File: config.mk
export PLATFORM = sky130hd
export DESIGN_NAME = zero_test_sequencer
export DESIGN_NICKNAME = d
export VERILOG_FILES = /design/src/rtl/zero_test_sequencer.sv
export SDC_FILE = /design/constraint.sdc
export NUM_CORES = 1
export LEC_CHECK = 0
export ABC_AREA = 1
export BUFFER_PORTS_ARGS = -buffer_cell sky130_fd_sc_hd__buf_2
export CAP_MARGIN = 20
export CORE_ASPECT_RATIO = 0.8
export CORE_UTILIZATION = 59
export DETAILED_ROUTE_END_ITERATION = 6
export GPL_ROUTABILITY_DRIVEN = 0
export PLACE_DENSITY_LB_ADDON = 0.15
export SLEW_MARGIN = 20
export SYNTH_ARGS = -nofsm -noshare
export SYNTH_HDL_FRONTEND = slang
export SYNTH_SLANG_ARGS = --single-unit
File: constraint.sdc
create_clock -name clock -period 2.83 [get_ports clock]
set_input_delay 0.566 -clock clock [delete_from_list [all_inputs] [get_ports clock]]
set_output_delay 0.566 -clock clock [all_outputs]
set_load 0.01 [all_outputs]
File: src/rtl/zero_test_sequencer.sv
// Run sequencer for the zero instruction engine: clears the engine, single-steps it
// under a step budget, then compares the out channel against an expected-value ROM.
module zero_test_sequencer #(
  parameter int MemoryElementWidth = 12,
  parameter int NOut               = 2000,
  parameter int OutAddrWidth       = 11,
  parameter int NExpected          = 3,
  parameter int MaxSteps           = 7,
  parameter int StepsWidth         = 16
) (
  input  logic                          clock,
  input  logic                          reset,
  input  logic                          run,
  output logic                          engineReset,
  output logic                          step,
  input  logic                          halted,
  input  logic [OutAddrWidth-1:0]       outMemPos,
  output logic [OutAddrWidth-1:0]       rdAddr,
  input  logic [MemoryElementWidth-1:0] rdData,
  output logic [OutAddrWidth-1:0]       expAddr,
  input  logic [MemoryElementWidth-1:0] expData,
  output logic [StepsWidth-1:0]         steps,
  output logic                          finished,
  output logic                          success,
  output logic                          timeout,
  output logic [OutAddrWidth-1:0]       failIndex
);

  typedef enum logic [2:0] {
    S_IDLE  = 3'd0,
    S_CLEAR = 3'd1,
    S_RUN   = 3'd2,
    S_CHECK = 3'd3,
    S_DONE  = 3'd4
  } state_e;

  localparam logic [OutAddrWidth-1:0] N_EXP     = OutAddrWidth'(NExpected);
  localparam logic [OutAddrWidth-1:0] LAST_IDX  = OutAddrWidth'((NExpected > 0) ? NExpected - 1 : 0);
  localparam logic [OutAddrWidth-1:0] ADDR_ONE  = OutAddrWidth'(1);
  localparam logic [StepsWidth-1:0]   MAX_STEPS = StepsWidth'(MaxSteps);

  // state_q is the FSM observation point for checkers bound to this block.
  state_e                      state_q;
  logic                        run_q;
  logic                        eng_rst_q;
  logic                        first_q;
  logic [OutAddrWidth-1:0]     rd_addr_q;
  logic [OutAddrWidth-1:0]     cmp_idx_q;
  logic [OutAddrWidth-1:0]     fail_idx_q;
  logic [StepsWidth-1:0]       steps_q;
  logic                        finished_q;
  logic                        success_q;
  logic                        timeout_q;

  logic run_edge;
  logic count_ok;
  logic at_budget;
  logic data_match;

  assign run_edge   = run & ~run_q;
  assign count_ok   = (outMemPos == N_EXP);
  assign at_budget  = (steps_q == MAX_STEPS);
  assign data_match = (rdData == expData);

  always_ff @(posedge clock) begin
    if (reset) begin
      state_q    <= S_IDLE;
      run_q      <= 1'b0;
      eng_rst_q  <= 1'b0;
      first_q    <= 1'b0;
      rd_addr_q  <= '0;
      cmp_idx_q  <= '0;
      fail_idx_q <= '0;
      steps_q    <= '0;
      finished_q <= 1'b0;
      success_q  <= 1'b0;
      timeout_q  <= 1'b0;
    end else begin
      run_q     <= run;
      eng_rst_q <= 1'b0;
      case (state_q)
        S_IDLE, S_DONE: begin
          if (run_edge) begin
            state_q    <= S_CLEAR;
            eng_rst_q  <= 1'b1;
            finished_q <= 1'b0;
            success_q  <= 1'b0;
            timeout_q  <= 1'b0;
            steps_q    <= '0;
            fail_idx_q <= '0;
          end
        end
        S_CLEAR: begin
          state_q <= S_RUN;
        end
        S_RUN: begin
          if (halted) begin
            state_q <= S_CHECK;
            first_q <= 1'b1;
          end else if (at_budget) begin
            state_q    <= S_DONE;
            timeout_q  <= 1'b1;
            success_q  <= 1'b0;
            finished_q <= 1'b1;
          end else begin
            steps_q <= steps_q + 1'b1;
          end
        end
        S_CHECK: begin
          first_q <= 1'b0;
          if (first_q) begin
            // Entry cycle: count check, and address 0 is already on rdAddr.
            if (!count_ok) begin
              state_q    <= S_DONE;
              fail_idx_q <= N_EXP;
              success_q  <= 1'b0;
              finished_q <= 1'b1;
            end else if (NExpected == 0) begin
              state_q    <= S_DONE;
              success_q  <= 1'b1;
              finished_q <= 1'b1;
            end else begin
              cmp_idx_q <= '0;
              rd_addr_q <= (LAST_IDX != '0) ? ADDR_ONE : '0;
            end
          end else if (!data_match) begin
            state_q    <= S_DONE;
            fail_idx_q <= cmp_idx_q;
            success_q  <= 1'b0;
            finished_q <= 1'b1;
          end else if (cmp_idx_q == LAST_IDX) begin
            state_q    <= S_DONE;
            success_q  <= 1'b1;
            finished_q <= 1'b1;
          end else begin
            cmp_idx_q <= cmp_idx_q + 1'b1;
            if (rd_addr_q != LAST_IDX) begin
              rd_addr_q <= rd_addr_q + 1'b1;
            end
          end
        end
        default: begin
          state_q <= S_IDLE;
        end
      endcase
    end
  end

  // Step is decided from the live halted level so no instruction ever issues
  // in a cycle that observes the halt; reset kills both strobes immediately.
  assign step        = (state_q == S_RUN) & ~halted & ~at_budget & ~reset;
  assign engineReset = eng_rst_q & ~reset;

  assign rdAddr    = (state_q == S_CHECK && first_q && count_ok) ? '0 : rd_addr_q;
  assign expAddr   = rdAddr;
  assign steps     = steps_q;
  assign finished  = finished_q;
  assign success   = success_q;
  assign timeout   = timeout_q;
  assign failIndex = fail_idx_q;

  a_no_step_on_halt: assert property (@(posedge clock) disable iff (reset) !(step && halted));
  a_steps_bounded:   assert property (@(posedge clock) steps_q <= MAX_STEPS);
  a_strobes_apart:   assert property (@(posedge clock) !(step && engineReset));
  a_rd_addr_range:   assert property (@(posedge clock) int'(rdAddr) < NOut);

endmodule
=== After elaboration in Yosys (flattened, before gate mapping) ===
Cells that the tools add are included.
Widths: inputs -> output; s select.

* Bits in registers: 58
* Word-level logic and storage cells: 108
* Memory bits (read-only): 0
* Bits in writable memories: 0
* Memories kept: 0
* Bits of input ports: 39
* Latch bits: 0

* Shifts and indexed selects: 0
* Divide/modulo/power cells: 0
* Add/subtract/negate cells: 3
* Eq/ne operators: 20
* Reductions and logical operators: 19
* Multiplexer cells: 45
* $mul: 0
* $lt $le $gt $ge: 0
* Bitwise logic cells: 10

{| class="wikitable"
|+ Operators by type and width
! cell !! number
|-
| $mux 11 || 14
|-
| $mux 16 || 3
|-
| $pmux 16 s2 || 1
|-
| $add 11x1->11 const B || 2
|-
| $eq 11x2->1 const B || 2
|-
| $pmux 11 s2 || 1
|-
| $mux 3 || 7
|-
| $reduce_and 4->1 || 5
|-
| $add 16x1->16 const B || 1
|-
| $eq 16x3->1 const B || 1
|-
| $mux 1 || 14
|-
| $eq 12x12->1 || 1
|-
| $ne 2x2->1 const B || 6
|-
| $pmux 3 s4 || 1
|-
| $ne 11x2->1 const B || 1
|-
| $reduce_bool 2->1 || 5
|-
| $ne 3x3->1 const B || 3
|-
| $eq 3x2->1 const B || 2
|-
| $pmux 1 s3 || 2
|-
| $reduce_and 6->1 || 1
|-
| $and 1x1->1 || 5
|-
| $not 1->1 || 5
|-
| $reduce_and 5->1 || 1
|-
| $ne 4x4->1 const B || 1
|-
| 9 further kinds || 12
|}

=== Depth between registers and ports, before layout ===
* Depth after elaboration: 5
* Gate-level depth with buffers: 12

=== Least setup slack after synthesis ===
OpenSTA, ideal clock, no wires.

* Path kind: input port to output port
* From: in outMemPos[1]
* To: out rdAddr[0]
* Arrival time: 1.493 ns
* Cell stages on the path: 7
* Path slack: 0.771 ns
* Buffers on the path: 2
* Data required time: 2.264 ns
* Cell sequence: nand2_1 nor3_1 nand3_4 clkbuf_1 nand2_1 inv_1 buf_4

* Word-level cells in the longest chain between the ends: 3

{| class="wikitable"
|+ Ends and longest elaborated chain
! what !! line !! RTL
|-
| start, declared || 17 || <nowiki>input logic [OutAddrWidth-1:0] outMemPos,</nowiki>
|-
| $eq 11x2->1 || 61 || <nowiki>assign count_ok = (outMemPos == N_EXP);</nowiki>
|-
| $logic_and 1x1->1 || 154 || <nowiki>assign rdAddr = (state_q == S_CHECK && first_q && count_ok) ? '0 : rd_addr_q;</nowiki>
|-
| $mux 11 || 154 ||
|-
| end, declared || 18 || <nowiki>output logic [OutAddrWidth-1:0] rdAddr,</nowiki>
|}

Every way passes these cells.

=== Worst setup path after layout ===
* From: reg steps_q[0], in the netlist steps[0]
* To: out step

* Word-level cells in the longest chain between the ends: 4

{| class="wikitable"
|+ Ends and longest elaborated chain
! what !! line !! RTL
|-
| start, declared || 50 || <nowiki>logic [StepsWidth-1:0] steps_q;</nowiki>
|-
| start signal, assigned || 106 || <nowiki>steps_q <= steps_q + 1'b1;</nowiki>
|-
| $eq 16x3->1 || 62 || <nowiki>assign at_budget = (steps_q == MAX_STEPS);</nowiki>
|-
| $not 1->1 || 151 || <nowiki>assign step = (state_q == S_RUN) & ~halted & ~at_budget & ~reset;</nowiki>
|-
| $and 1x1->1 (2 in a row) || 151 ||
|-
| end, declared || 15 || <nowiki>output logic step,</nowiki>
|}

Every way passes these cells.

==> flow_metrics.env <==
export IMPL_worstRegToRegCells=9
export IMPL_wirelength_mm=10.0
export IMPL_synth_area_per_cell_um2=6.02
export IMPL_setup_tns_ns=0
export IMPL_setup_viol=0
export IMPL_cts_tree="built"
export IMPL_cts_buffer_depth=2
export IMPL_critPathMaxStageDelay_ns=0.45
export IMPL_slowest_stage="dfxtp_1"
export IMPL_synthAdderAreaFrac_pct=1.57
export IMPL_synth_simple_area_share_pct=45.9
export IMPL_ant_nets=0
export IMPL_remaining_drc_errors=0
export IMPL_fmax_mhz=435
export IMPL_status="completed"
export IMPL_drt_first_pass_iters=5
export IMPL_ios=93
export IMPL_ys_seq_area_share_pct=29.1
export IMPL_io_buffers=92
export IMPL_dpl_cell_area_um2=4380
export IMPL_hold_buffers=0
export IMPL_async_flop_share_pct=0
export IMPL_wire_per_inst_um=12.1
export IMPL_place_hpwl_mm=7.38
export IMPL_rows=26
export IMPL_netlist_instances=663
export IMPL_synth_flop_cell="dfxtp_1"
export IMPL_grt_first_pass_wirelength_mm=16.4
export IMPL_clkTransAtPathRegs_ns=0.07
export IMPL_crit_path_start_kind="flip-flop"
export IMPL_required_ns=2.26
export IMPL_htreeDepth=3
export IMPL_cap_violations=0
export IMPL_ys_ff_latch=58
export IMPL_synth_xor_area_share_pct=3.07
export IMPL_crit_path_max_fanout=6
export IMPL_ctsResizeCount=0
export IMPL_grt_max_degree=19
export IMPL_grt_overflow_total=0
export IMPL_slew_headroom_pct=65.5
export IMPL_cp_cell_sequence="ha_1 > nand3_1 > nor2_1 > nand2_1 > nand2_2 > nor3_1 > buf_2"
export IMPL_yosys_top_cells_area="dfxtp_1 29%, nand2_1 17%, nor2_1 10%, nand3_1 7.5%, inv_1 7.0%"
export IMPL_p_leak_nw=2.23
export IMPL_synth_distinct_cells=32
export IMPL_fin_util_pct=71.5
export IMPL_hold_path_class="input port to flip-flop"
export IMPL_syn_area_um2=3990
export IMPL_synth_largest_area_cell="dfxtp_1"
export IMPL_routed_via_density=5.30
export IMPL_yosysMostFrequentCell="nand2_1"
export IMPL_die_w_um=94.0
export IMPL_die_y_um=75.6
export IMPL_synth_edff_count=0
export IMPL_critPathArrivalTime_ns=1.73
export IMPL_stdcell_area_um2=4630
export IMPL_grt_pass1_vias=3786
export IMPL_cts_root_buf="clkbuf_8"
export IMPL_maxSlewViolCount=0
export IMPL_power_mw=3.30
export IMPL_num_vias=4380
export IMPL_synth_top_family_by_area="simple AND/OR/NAND/NOR gates"
export IMPL_drt_initial_drc_count=385
export IMPL_synth_compound_area_share_pct=7.27
export IMPL_core_um2=6470
export IMPL_syn_nets=707
export IMPL_hold_path_depth=3
export IMPL_skew_ns=0.00801
export IMPL_critPathKind="flip-flop to primary output"
export IMPL_fin_crit_ns=2.30
export IMPL_ys_top_cells_by_count="182 x nand2_1, 110 x nor2_1, 74 x inv_1"
export IMPL_grt_setup_unrepaired="false"
export IMPL_cts_sinks=58
export IMPL_hold_viol_final=0
export IMPL_initial_core_util_pct=61.7
export IMPL_postCtsSetupBuffers=0
export IMPL_synth_mux_area_share_pct=0
export IMPL_worstSetupEndpointType="primary output"
export IMPL_grt_use_total_pct=29.2
export IMPL_p_per_area_nw_per_um2=712
export IMPL_ys_warnings_count=0
export IMPL_dieArea_um2=7100
export IMPL_yosysTopAreaCellShare_pct=29.1
export IMPL_clk_latency_ns=0.34
export IMPL_fin_crit_sh_pct=81.3
export IMPL_drive_gt1_share_pct=20.2
export IMPL_worst_slew_pin_slew_ns=0.516
export IMPL_antenna_found_initial=0
export IMPL_final_nets=782
export IMPL_vdd_drop_max_uv=612
export IMPL_syn2layout_area_growth_pct=15.9
export IMPL_cts_buffers_inserted=9
export IMPL_n_antenna_cell=0
## registers in the layout, summed over array words and instances, names as in the netlist
register,count
rd_addr_q,11
success,1
steps,16
finished,1
first_q,1
cmp_idx_q,11
run_q,1
failIndex,11
eng_rst_q,1
state_q,3
timeout,1
## worst max-delay path: cells and delay by family, from the launching register on
kind / cells / cell delay (ns)
AND/OR/NAND/NOR: 5 / 0.55
flip-flops: 1 / 0.45
adder cells (fa/ha/maj): 1 / 0.24
buffers and inverters: 1 / 0.15
## layout make-up
| class | count | area, um^2 |
|---|---|---|
| clock buffer | 11 | 151 |
| sequential | 58 | 1160 |
| multi-input combinational | 490 | 2310 |
| clock inverter | 5 | 100 |
| tap | 84 | 105 |
| inverter | 84 | 318 |
| timing repair buffer | 95 | 483 |
| fill | 567 | 1850 |
## stage by stage
step                      setup slack (ns)  cells  hold WS, ns
after global routing                 0.422    827        0.464
final                                0.530    827        0.450
after global placement               0.653    811        0.444
after floorplan                      0.771    663        0.471
after CTS                            0.550    827        0.443
after detailed placement             0.594    811        0.458
## per-layer routing
layer / up-vias / GRT usage [%] / share of wire (%)
met5: - / 0 / 0
met4: 0 / 12.1 / 1.8
met3: 18 / 4.59 / 9.0
met2: 220 / 47.6 / 43
met1: 1925 / 39.0 / 46
li1: 2217 / - / -
## placed cells by master, fill, tap and decap left out, types with 11 or more instances in the layout
| cell | synthesis | final |
|---|---|---|
| inv_1 | 74 | 74 |
| nor2_2 | 12 | 12 |
| nand3_1 | 60 | 60 |
| nor3_1 | 22 | 22 |
| nor2_1 | 110 | 110 |
| a21oi_1 | 36 | 36 |
| buf_2 | 5 | 92 |
| nand2_1 | 182 | 182 |
| clkbuf_8 | 0 | 11 |
| dfxtp_1 | 58 | 58 |
## path summary, 6_finish.rpt
path / startpoint / to / slack (ns)
max: steps[0] / step / 0.53
min: run / run_q / 0.45
max reg2reg: state_q[1] / cmp_idx_q[5] / 0.70
min reg2reg: finished / finished / 0.47
## logic make-up after synthesis
group	Yosys count
flip-flops	58
AO/OA/AOI/OAI	56
buffers and inverters	115
adder cells (fa/ha/maj)	5
XOR/XNOR	14
AND/OR/NAND/NOR	415
## where the power goes
| part | internal, mW | switching [mW] |
|---|---|---|
| combinational | 0.423 | 0.845 |
| sequential | 0.948 | 0.107 |
| clock | 0.630 | 0.344 |
No activity file was read; power rests on OpenSTA's default activity.
